===== config.mk =====
export PLATFORM = sky130hd
export DESIGN_NAME = serial_piso_feeder
export DESIGN_NICKNAME = d
export VERILOG_FILES = /design/src/rtl/serial_pkg.sv /design/src/rtl/piso_shift_reg.sv /design/src/rtl/serial_piso_feeder.sv
export SDC_FILE = /design/constraint.sdc
export NUM_CORES = 1
export LEC_CHECK = 0
export CAP_MARGIN = 25
export CORE_MARGIN = 2
export CORE_UTILIZATION = 51
export DETAILED_ROUTE_END_ITERATION = 12
export GPL_TIMING_DRIVEN = 0
export PLACE_DENSITY = 0.8
export SKIP_CTS_REPAIR_TIMING = 1
export SYNTH_ARGS = -nofsm -noshare
export SYNTH_HDL_FRONTEND = slang
export SYNTH_SLANG_ARGS = --single-unit

===== constraint.sdc =====
create_clock -name clock_in -period 4.6 [get_ports clock_in]
set_clock_uncertainty 0.2 [all_clocks]
set_input_delay 0.92 -clock clock_in [delete_from_list [all_inputs] [get_ports clock_in]]
set_output_delay 0.92 -clock clock_in [all_outputs]
set_load 0.01 [all_outputs]

===== src/rtl/serial_pkg.sv =====
// Shared types and sizing helpers for the serial feeder and its neighbours.
package serial_pkg;

    typedef enum logic {
        IDLE  = 1'b0,
        SHIFT = 1'b1
    } feeder_state_t;

    localparam int DEFAULT_WIDTH = 8;

    // Bits needed to count down from WIDTH-1 to 0; never narrower than one bit.
    function automatic int cnt_width(input int width);
        return (width < 2) ? 1 : $clog2(width);
    endfunction

endpackage


===== src/rtl/piso_shift_reg.sv =====
// Loadable shift register with a registered serial tap in either bit order.
module piso_shift_reg
    import serial_pkg::*;
#(
    parameter int WIDTH     = DEFAULT_WIDTH,
    parameter bit MSB_FIRST = 1'b1,
    parameter bit IDLE_BIT  = 1'b0
) (
    input  logic             clock_in,
    input  logic             rst_n_in,
    input  logic             load,
    input  logic             shift_en,
    input  logic [WIDTH-1:0] par_data,
    output logic             serial_out
);

    logic [WIDTH-1:0] sreg;
    logic [WIDTH-1:0] shifted;
    logic             first_bit;
    logic             next_bit;

    // The tap always sits at the end that is transmitted first.
    always_comb begin
        if (MSB_FIRST) begin
            first_bit = par_data[WIDTH-1];
            shifted   = {sreg[WIDTH-2:0], 1'b0};
            next_bit  = sreg[WIDTH-2];
        end else begin
            first_bit = par_data[0];
            shifted   = {1'b0, sreg[WIDTH-1:1]};
            next_bit  = sreg[1];
        end
    end

    always_ff @(posedge clock_in) begin
        if (!rst_n_in) begin
            sreg       <= '0;
            serial_out <= IDLE_BIT;
        end else if (load) begin
            sreg       <= par_data;
            serial_out <= first_bit;
        end else if (shift_en) begin
            sreg       <= shifted;
            serial_out <= next_bit;
        end else begin
            serial_out <= IDLE_BIT;
        end
    end

endmodule


===== src/rtl/serial_piso_feeder.sv =====
// Parallel-in/serial-out feeder: valid/ready word intake, one bit per clock out,
// gapless streaming of back-to-back words and a wrapping sent-word counter.
module serial_piso_feeder
    import serial_pkg::*;
#(
    parameter int WIDTH     = DEFAULT_WIDTH,
    parameter bit MSB_FIRST = 1'b1,
    parameter bit IDLE_BIT  = 1'b0
) (
    input  logic             clock_in,
    input  logic             rst_n_in,
    input  logic [WIDTH-1:0] par_data_in,
    input  logic             par_valid_in,
    output logic             par_ready_out,
    output logic             ser_data_out,
    output logic             ser_valid_out,
    output logic             busy_out,
    output logic [7:0]       words_sent_out
);

    localparam int CW = cnt_width(WIDTH);

    feeder_state_t state;
    feeder_state_t next_state;
    logic [CW-1:0] bit_cnt;
    logic          last_bit;
    logic          accept;
    logic          load;
    logic          shift_en;

    assign last_bit = (state == SHIFT) && (bit_cnt == '0);

    always_ff @(posedge clock_in) begin
        if (!rst_n_in) begin
            state <= IDLE;
        end else begin
            state <= next_state;
        end
    end

    always_comb begin
        next_state = state;
        case (state)
            IDLE:    if (accept) next_state = SHIFT;
            SHIFT:   if ((bit_cnt == '0) && !accept) next_state = IDLE;
            default: next_state = IDLE;
        endcase
    end

    // Ready opens during the last-bit cycle so the next word follows without a bubble.
    always_comb begin
        par_ready_out = rst_n_in && ((state == IDLE) || (bit_cnt == '0));
        accept        = par_valid_in && par_ready_out;
        load          = accept;
        shift_en      = (state == SHIFT) && !last_bit;
        busy_out      = (state == SHIFT);
    end

    always_ff @(posedge clock_in) begin
        if (!rst_n_in) begin
            bit_cnt <= '0;
        end else if (load) begin
            bit_cnt <= CW'(WIDTH - 1);
        end else if ((state == SHIFT) && (bit_cnt != '0)) begin
            bit_cnt <= bit_cnt - CW'(1);
        end
    end

    always_ff @(posedge clock_in) begin
        if (!rst_n_in) begin
            ser_valid_out  <= 1'b0;
            words_sent_out <= '0;
        end else begin
            ser_valid_out <= (next_state == SHIFT);
            if (last_bit) begin
                words_sent_out <= words_sent_out + 8'd1;
            end
        end
    end

    piso_shift_reg #(
        .WIDTH     (WIDTH),
        .MSB_FIRST (MSB_FIRST),
        .IDLE_BIT  (IDLE_BIT)
    ) u_shift_reg (
        .clock_in   (clock_in),
        .rst_n_in   (rst_n_in),
        .load       (load),
        .shift_en   (shift_en),
        .par_data   (par_data_in),
        .serial_out (ser_data_out)
    );

endmodule


-- Word-level counts from Yosys, hierarchy flattened
Index checks and enable logic that the tools add are counted.
- bits of input ports: 11
- word-level logic and storage cells: 30
- output and inout bits: 12
- register bits after elaboration: 20
- add/sub/neg operators: 2
- reductions and logical operators: 13
- muxes and demuxes: 9
- bitwise logic cells: 1
- operators by type and width (cell ; count):
    $mux W7 ; 2
    $add A8 B1 Y8 const B ; 1
    $logic_and A1 B1 Y1 ; 6
    $mux W3 ; 2
    $mux W1 ; 4
    $reduce_bool A2 Y1 ; 2
    $logic_not A3 Y1 ; 1
    $reduce_bool A3 Y1 ; 1
    $sub A3 B1 Y3 const B ; 1
    $logic_not A1 Y1 ; 2
    $pmux W1 S2 ; 1
    $logic_or A1 B1 Y1 ; 1
    $not A1 Y1 ; 1

-- Depth between registers and ports, before layout
Gate-level depths: netlist of run 1.
- depth after elaboration: 8
- mapped depth: 6

-- By module
Synthesis of run 1 repeated with hierarchy kept, for this count alone.
- cells, all modules: 99
- area total of the unflattened synthesis: 999.7 µm²
- by module, submodules not included (module ; seq. area each (µm²) ; cells an instance ; times used ; area an instance (µm²)):
    serial_piso_feeder ; 240.2 ; 65 ; 1 ; 596.8
    piso_shift_reg ; 160.2 ; 34 ; 1 ; 402.9

-- Worst setup path before layout of run 1
No wires, ideal clock.
- kind: input -> output
- start point: input port rst_n_in
- end point: output port par_ready_out
- required time: 3480 ps
- setup slack: 1993 ps
- stages: 3
- buffers on the path: 1
- arrival: 1487 ps
- cells stage by stage: clkinv_1 -> clkbuf_1 -> nor2_1
- cells in the longest elaborated chain, start to end: 1
- RTL lines (what ; line ; source):
    start: declaration ; serial_piso_feeder.sv:11 ; input logic rst_n_in,
    $logic_and A1 B1 Y1 ; serial_piso_feeder.sv:52 ; par_ready_out = rst_n_in && ((state == IDLE) || (bit_cnt == '0));
    end: declaration ; serial_piso_feeder.sv:14 ; output logic par_ready_out,
No other way between the ends.

-- Worst setup path after layout of run 1
Same ends and word-level chain as after synthesis.

==> results of run 1 <==
-- power by group --
group / internal [uW] / switching (uW) / total, uW
Combinational: 35.7 / 34.6 / 70.3
Clock: 48.3 / 53.9 / 102
Sequential: 184 / 7.07 / 191
Total: 268 / 95.6 / 364
-- flip-flops by register name, summed over array words and instances (netlist names) --
| signal | count |
|---|---|
| bit_cnt | 3 |
| ser_valid_out | 1 |
| u_shift_reg.serial_out | 1 |
| u_shift_reg.sreg | 7 |
| words_sent_out | 8 |
-- worst paths after layout --
check | start | end | slack, ns | depth (start not counted)
max | rst_n_in | par_ready_out | 0.78 | 5
min | u_shift_reg.sreg[5] | u_shift_reg.sreg[6] | 0.26 | 2
max reg2reg | bit_cnt[0] | u_shift_reg.sreg[3] | 2.70 | 6
min reg2reg | u_shift_reg.sreg[5] | u_shift_reg.sreg[6] | 0.26 | 2
-- kinds of logic after synthesis --
group           share of synthesized area
simple gates                        0.205
compound gates                      0.227
flops                               0.417
xor+xnor                           0.0183
buf+inv                            0.0730
fa+ha+maj                          0.0391
mux                                0.0209
-- cell usage after synthesis (2+ instances only) --
| cell type | n | share of area |
|---|---|---|
| o31ai_1 | 3 | 0.023 |
| inv_1 | 8 | 0.031 |
| a21o_1 | 2 | 0.016 |
| buf_2 | 2 | 0.010 |
| a211oi_1 | 8 | 0.063 |
| nor3_1 | 2 | 0.010 |
| o21ai_0 | 3 | 0.016 |
| or3_2 | 3 | 0.023 |
| xor2_1 | 2 | 0.018 |
| mux2i_1 | 2 | 0.021 |
| a221oi_1 | 6 | 0.055 |
| a21oi_1 | 7 | 0.037 |
| nand2_1 | 5 | 0.020 |
| clkbuf_1 | 5 | 0.020 |
| nand3_1 | 2 | 0.010 |
| dfxtp_1 | 20 | 0.42 |
| nor2b_1 | 6 | 0.039 |
| nor2_1 | 4 | 0.016 |
| or4_1 | 2 | 0.016 |
| ha_1 | 3 | 0.039 |
-- cell usage in the layout (no fill, tap or decap), drive strengths merged, types with 3 or more instances in the layout --
master / instances
nand2: 5
or3: 3
dfxtp: 20
o31ai: 3
o21ai: 3
a221oi: 6
buf: 3
inv: 8
ha: 3
nor2b: 6
clkdlybuf4s50: 21
clkbuf: 9
a211oi: 8
nor2: 4
a21oi: 7
-- critical path: stages --
cell,delay [ns]
clkdlybuf4s50_1,0.54
clkinv_1,0.25
clkbuf_1,0.29
nor2_1,0.15
clkdlybuf4s50_1,0.55
-- metrics by stage --
stage	power [uW]	setup slack (ns)	area, um2
detailed placement	265	0.772	1200
finish	364	0.783	1240
CTS	367	0.782	1240
global placement	262	0.769	1200
floorplan	240	1.99	960
global route	384	0.645	1240
-- cell type report --
cell class                      instances  area share
Buffer                                  8      0.0293
Multi-Input combinational cell         69       0.395
Clock buffer                            4      0.0293
Inverter                                9      0.0273
Sequential cell                        20       0.324
Timing Repair Buffer                   21       0.170
Tap cell                               25      0.0253
-- per-layer routing --
metal  routed length [um]  share of wire  vias to the layer above  track usage
li1                     -              -                      433            -
met1                  869           0.44                      407        0.252
met2                  993           0.50                       26        0.338
met3                   90          0.045                        5       0.0462
met4                   42          0.021                        0        0.111
met5                    0              0                        -            0
==> out/metrics.csv, run 1 <==
metric,value,unit
drc_errors,0,
antenna_found_initial,0,
p_leak,0.000471,uW
clkSlewWorstSetupHoldPaths,0.11,ns
fmax,262,MHz
finalSetupViolCount,0,
cp_max_fo,10,
synth-seq-cells,20,
grt_usage,0.207,
via_per_inst,5.58,
dp.cells,152,
die_area,0.00224,mm2
synth_nets,120,
yosysWarnings,0,
cts_root_buf,clkbuf_4,
first_pass_iters,4,
synth-main-ff-cell,dfxtp_1,
die_width,47.4,um
final_util,0.709,
multi_input_area,489,um2
wirelength,2.00,mm
end_kind,primary output,
wire_per_inst,12.8,um
syn_inst,106,
min_period,3.82,ns
crit_type,input port to primary output,
grt_max_degree,12,
ioPinCount,23,
antenna_cells,0,
dp_hpwl,1.45,mm
globalplace.congestion,0.740,
fillers,143,
power_density,294,mW/mm2
nets,146,
core,0.00175,mm2
syn_area_per_cell,9.05,um2
rsz0062_at_grt,no,
cts_buffer_depth,2,
synth_edf_count,0,
rows,15,
initial_core_util,0.550,
regArea,400,um2
hold_viol_final,0,
start_kind,input port,
overflow,0,
clock-sinks,20,
slew-limit-headroom,0.691,
status,finished clean,
grt_pass1_wl,3.20,mm
grt_pass1_vias,749,
io_buffer_count,21,
seq_area_frac_synth,0.417,
worst_pin_slew,0.463,ns
synth_cell_types,31,
numCtsBuffers,3,
maxSlewViolCount,0,
cp.arrival,2.70,ns
clk_latency,0.30,ns
die_y,47.4,um
max_cap_violations,0,
num_vias,871,
ys_async_sr_fraction,0,
post-route-period-util,0.830,
drt_iter0_drc,13,
drive_gt1_frac,0.0916,
whs,0.258,ns
cts_tree,done,
netlist_area,960,um2
ir_drop,0.217,mV
h-tree-depth,1,
final_cells,156,
required,3.48,ns
hp-class,flop to flop,
ant_nets,0,
setup-tns-final,0,ns
syn2layout_area_growth,28.9,%
(Power assumes the default switching activity.)
==> run 2: changes to the inputs <==
CORE_UTILIZATION = 47   (was 51)
PLACE_DENSITY = 0.74   (was 0.8)
clock period = 4 ns   (was 4.6 ns; I/O delays follow)
==> run 2 against run 1 <==
Core utilization down 7.0 points. Critical endpoint unchanged. Global-route usage down 2.8 points. Hold slack better by 0.0042 ns. Setup slack worse by 0.35 ns. Total power up 15%. Sequential power up 15%. Register-to-register slack worse by 0.57 ns. Via count down 4.6%. Critical path type unchanged.
==> out/metrics.csv, run 2 (same netlist as run 1, synthesis figures left out) <==
metric,value,unit,change
status,finished clean,,unchanged
ff2ff_setup_slack,2.13,ns,was 2.70 ns
r2r_end,words_sent_out[6],,was u_shift_reg.sreg[3]
grt_pass1_wl,3.46,mm,was 3.20 mm
fmax,280,MHz,
ir_drop,0.199,mV,was 0.217 mV
fillers,184,,was 143
ant_nets,0,,unchanged
io_buffer_count,21,,unchanged
wire_per_inst,12.1,um,was 12.8 um
power_density,337,mW/mm2,was 294 mW/mm2
fin_ws,0.429,ns,was 0.783 ns
path_depth,5,,unchanged
worst_pin_slew,0.442,ns,was 0.463 ns
h-tree-depth,1,,unchanged
first_pass_iters,3,,was 4
grt_usage,0.179,,was 0.207
place_ws,0.391,ns,was 0.772 ns
clock-sinks,20,,unchanged
layout_common_cells,"clkdlybuf4s50_1, dfxtp_1, inv_1, a211oi_1, a21oi_1",,unchanged
setup-tns-final,0,ns,unchanged
dp_hpwl,1.44,mm,was 1.45 mm
worstSetupStartpoint,rst_n_in,,unchanged
antenna_cells,0,,unchanged
cts_buffer_depth,2,,unchanged
clkSlewWorstSetupHoldPaths,0.11,ns,about the same
start_kind,input port,,unchanged
min_period,3.57,ns,
grt_max_degree,12,,unchanged
cp_slowest_cell,clkdlybuf4s50_1,,unchanged
rsz0062_at_grt,no,,unchanged
die_area,0.00242,mm2,was 0.00224 mm2
regToRegStartpoint,bit_cnt[0],,unchanged
overflow,0,,unchanged
finalSetupViolCount,0,,unchanged
reg2regPathDepth,5,,was 6
path_buf_inv,4,,unchanged
layout_commonest_cell,clkdlybuf4s50_1,,unchanged
nets,146,,unchanged
crit_family,buffers and inverters,,unchanged
maxSlewViolCount,0,,unchanged
crit_type,input port to primary output,,unchanged
antenna_found_initial,0,,unchanged
cp_cell_sequence,"clkdlybuf4s50_1, clkinv_1, clkbuf_1, nor2_1, clkdlybuf4s50_1",,unchanged
max_cap_violations,0,,unchanged
clk_latency,0.30,ns,about the same
drive_gt1_frac,0.0916,,unchanged
die_y,49.2,um,was 47.4 um
initial_core_util,0.494,,was 0.550
endpoint,par_ready_out,,unchanged
globalplace.congestion,0.779,,was 0.740
largest_register,words_sent_out,,unchanged
cpMostUsedCell,clkdlybuf4s50_1,,unchanged
cts_tree,done,,unchanged
cts_root_buf,clkbuf_4,,unchanged
p_leak,0.000471,uW,unchanged
largest_reg_flops,8,,unchanged
cp.arrival,2.57,ns,was 2.70 ns
via_per_inst,5.26,,was 5.58
syn2layout_area_growth,29.2,%,was 28.9%
wirelength,1.91,mm,was 2.00 mm
rows,16,,was 15
ioPinCount,23,,unchanged
drt_iter0_drc,14,,was 13
slew-limit-headroom,0.705,,was 0.691
max_stage_delay,0.54,ns,was 0.55 ns
final_util,0.639,,was 0.709
hold_viol_final,0,,unchanged
die_width,49.2,um,was 47.4 um
required,3.00,ns,was 3.48 ns
cp_max_fo,10,,unchanged
hp-class,flop to flop,,unchanged
end_kind,primary output,,unchanged
post-route-period-util,0.893,,
num_vias,831,,was 871
drc_errors,0,,unchanged
grt_pass1_vias,857,,was 749
core,0.00194,mm2,was 0.00175 mm2
numCtsBuffers,3,,unchanged
reg_top3,"words_sent_out x8, u_shift_reg.sreg x7, bit_cnt x3",,unchanged
-- run 2: cell counts in the layout (fill, tap and decap cells not counted) --
No cell type changed its count.
-- run 2: power by group --
group	switching (uW)	internal, uW	leakage [uW]
Combinational	38.3	41.1	0.000286
Clock	63.0	55.5	0.0000210
Sequential	7.68	212	0.000164
Total	109	308	0.000471
-- run 2: layout make-up --
cell class / count / area (um2) / area share
Clock buffer: 4 / 36.3 / 0.0293
Inverter: 9 / 33.8 / 0.0272
Timing Repair Buffer: 21 / 210 / 0.170
Sequential cell: 20 / 400 / 0.323
Tap cell: 27 / 33.8 / 0.0272
Multi-Input combinational cell: 69 / 489 / 0.395
Buffer: 8 / 36.3 / 0.0293
-- run 2: worst min-delay path: stages, from the launching register on --
cell and delay (ns):
dfxtp_1 0.33, inv_1 0.05, a211oi_1 0.05
-- run 2: worst min path at each step --
stage / start / endpoint / slack [ns] / cells after the start
after floorplan: u_shift_reg.sreg[1] / u_shift_reg.sreg[2] / 0.23 / 2
after global placement: u_shift_reg.sreg[4] / u_shift_reg.sreg[5] / 0.24 / 2
after detailed placement: u_shift_reg.sreg[5] / u_shift_reg.sreg[6] / 0.25 / 2
after CTS: u_shift_reg.sreg[5] / u_shift_reg.sreg[6] / 0.26 / 2
after global routing: u_shift_reg.sreg[5] / u_shift_reg.sreg[6] / 0.29 / 2
final: u_shift_reg.sreg[5] / u_shift_reg.sreg[6] / 0.26 / 2
-- run 2: stage by stage --
step,std cells,hold WS (ns),power (uW),instance area [um2]
after CTS,158,0.263,422,1240
after global placement,154,0.241,302,1200
after global routing,158,0.292,443,1240
final,158,0.262,417,1240
after detailed placement,154,0.246,304,1200
after floorplan,106,0.229,276,960
-- run 2: routing by layer --
metal / vias to the layer above / global-route usage / share of wire
met1: 381 / 0.195 / 0.44
met2: 17 / 0.347 / 0.51
met4: 0 / 0.0429 / 0.0042
met5: - / 0 / 0
li1: 431 / - / -
met3: 2 / 0.0368 / 0.040
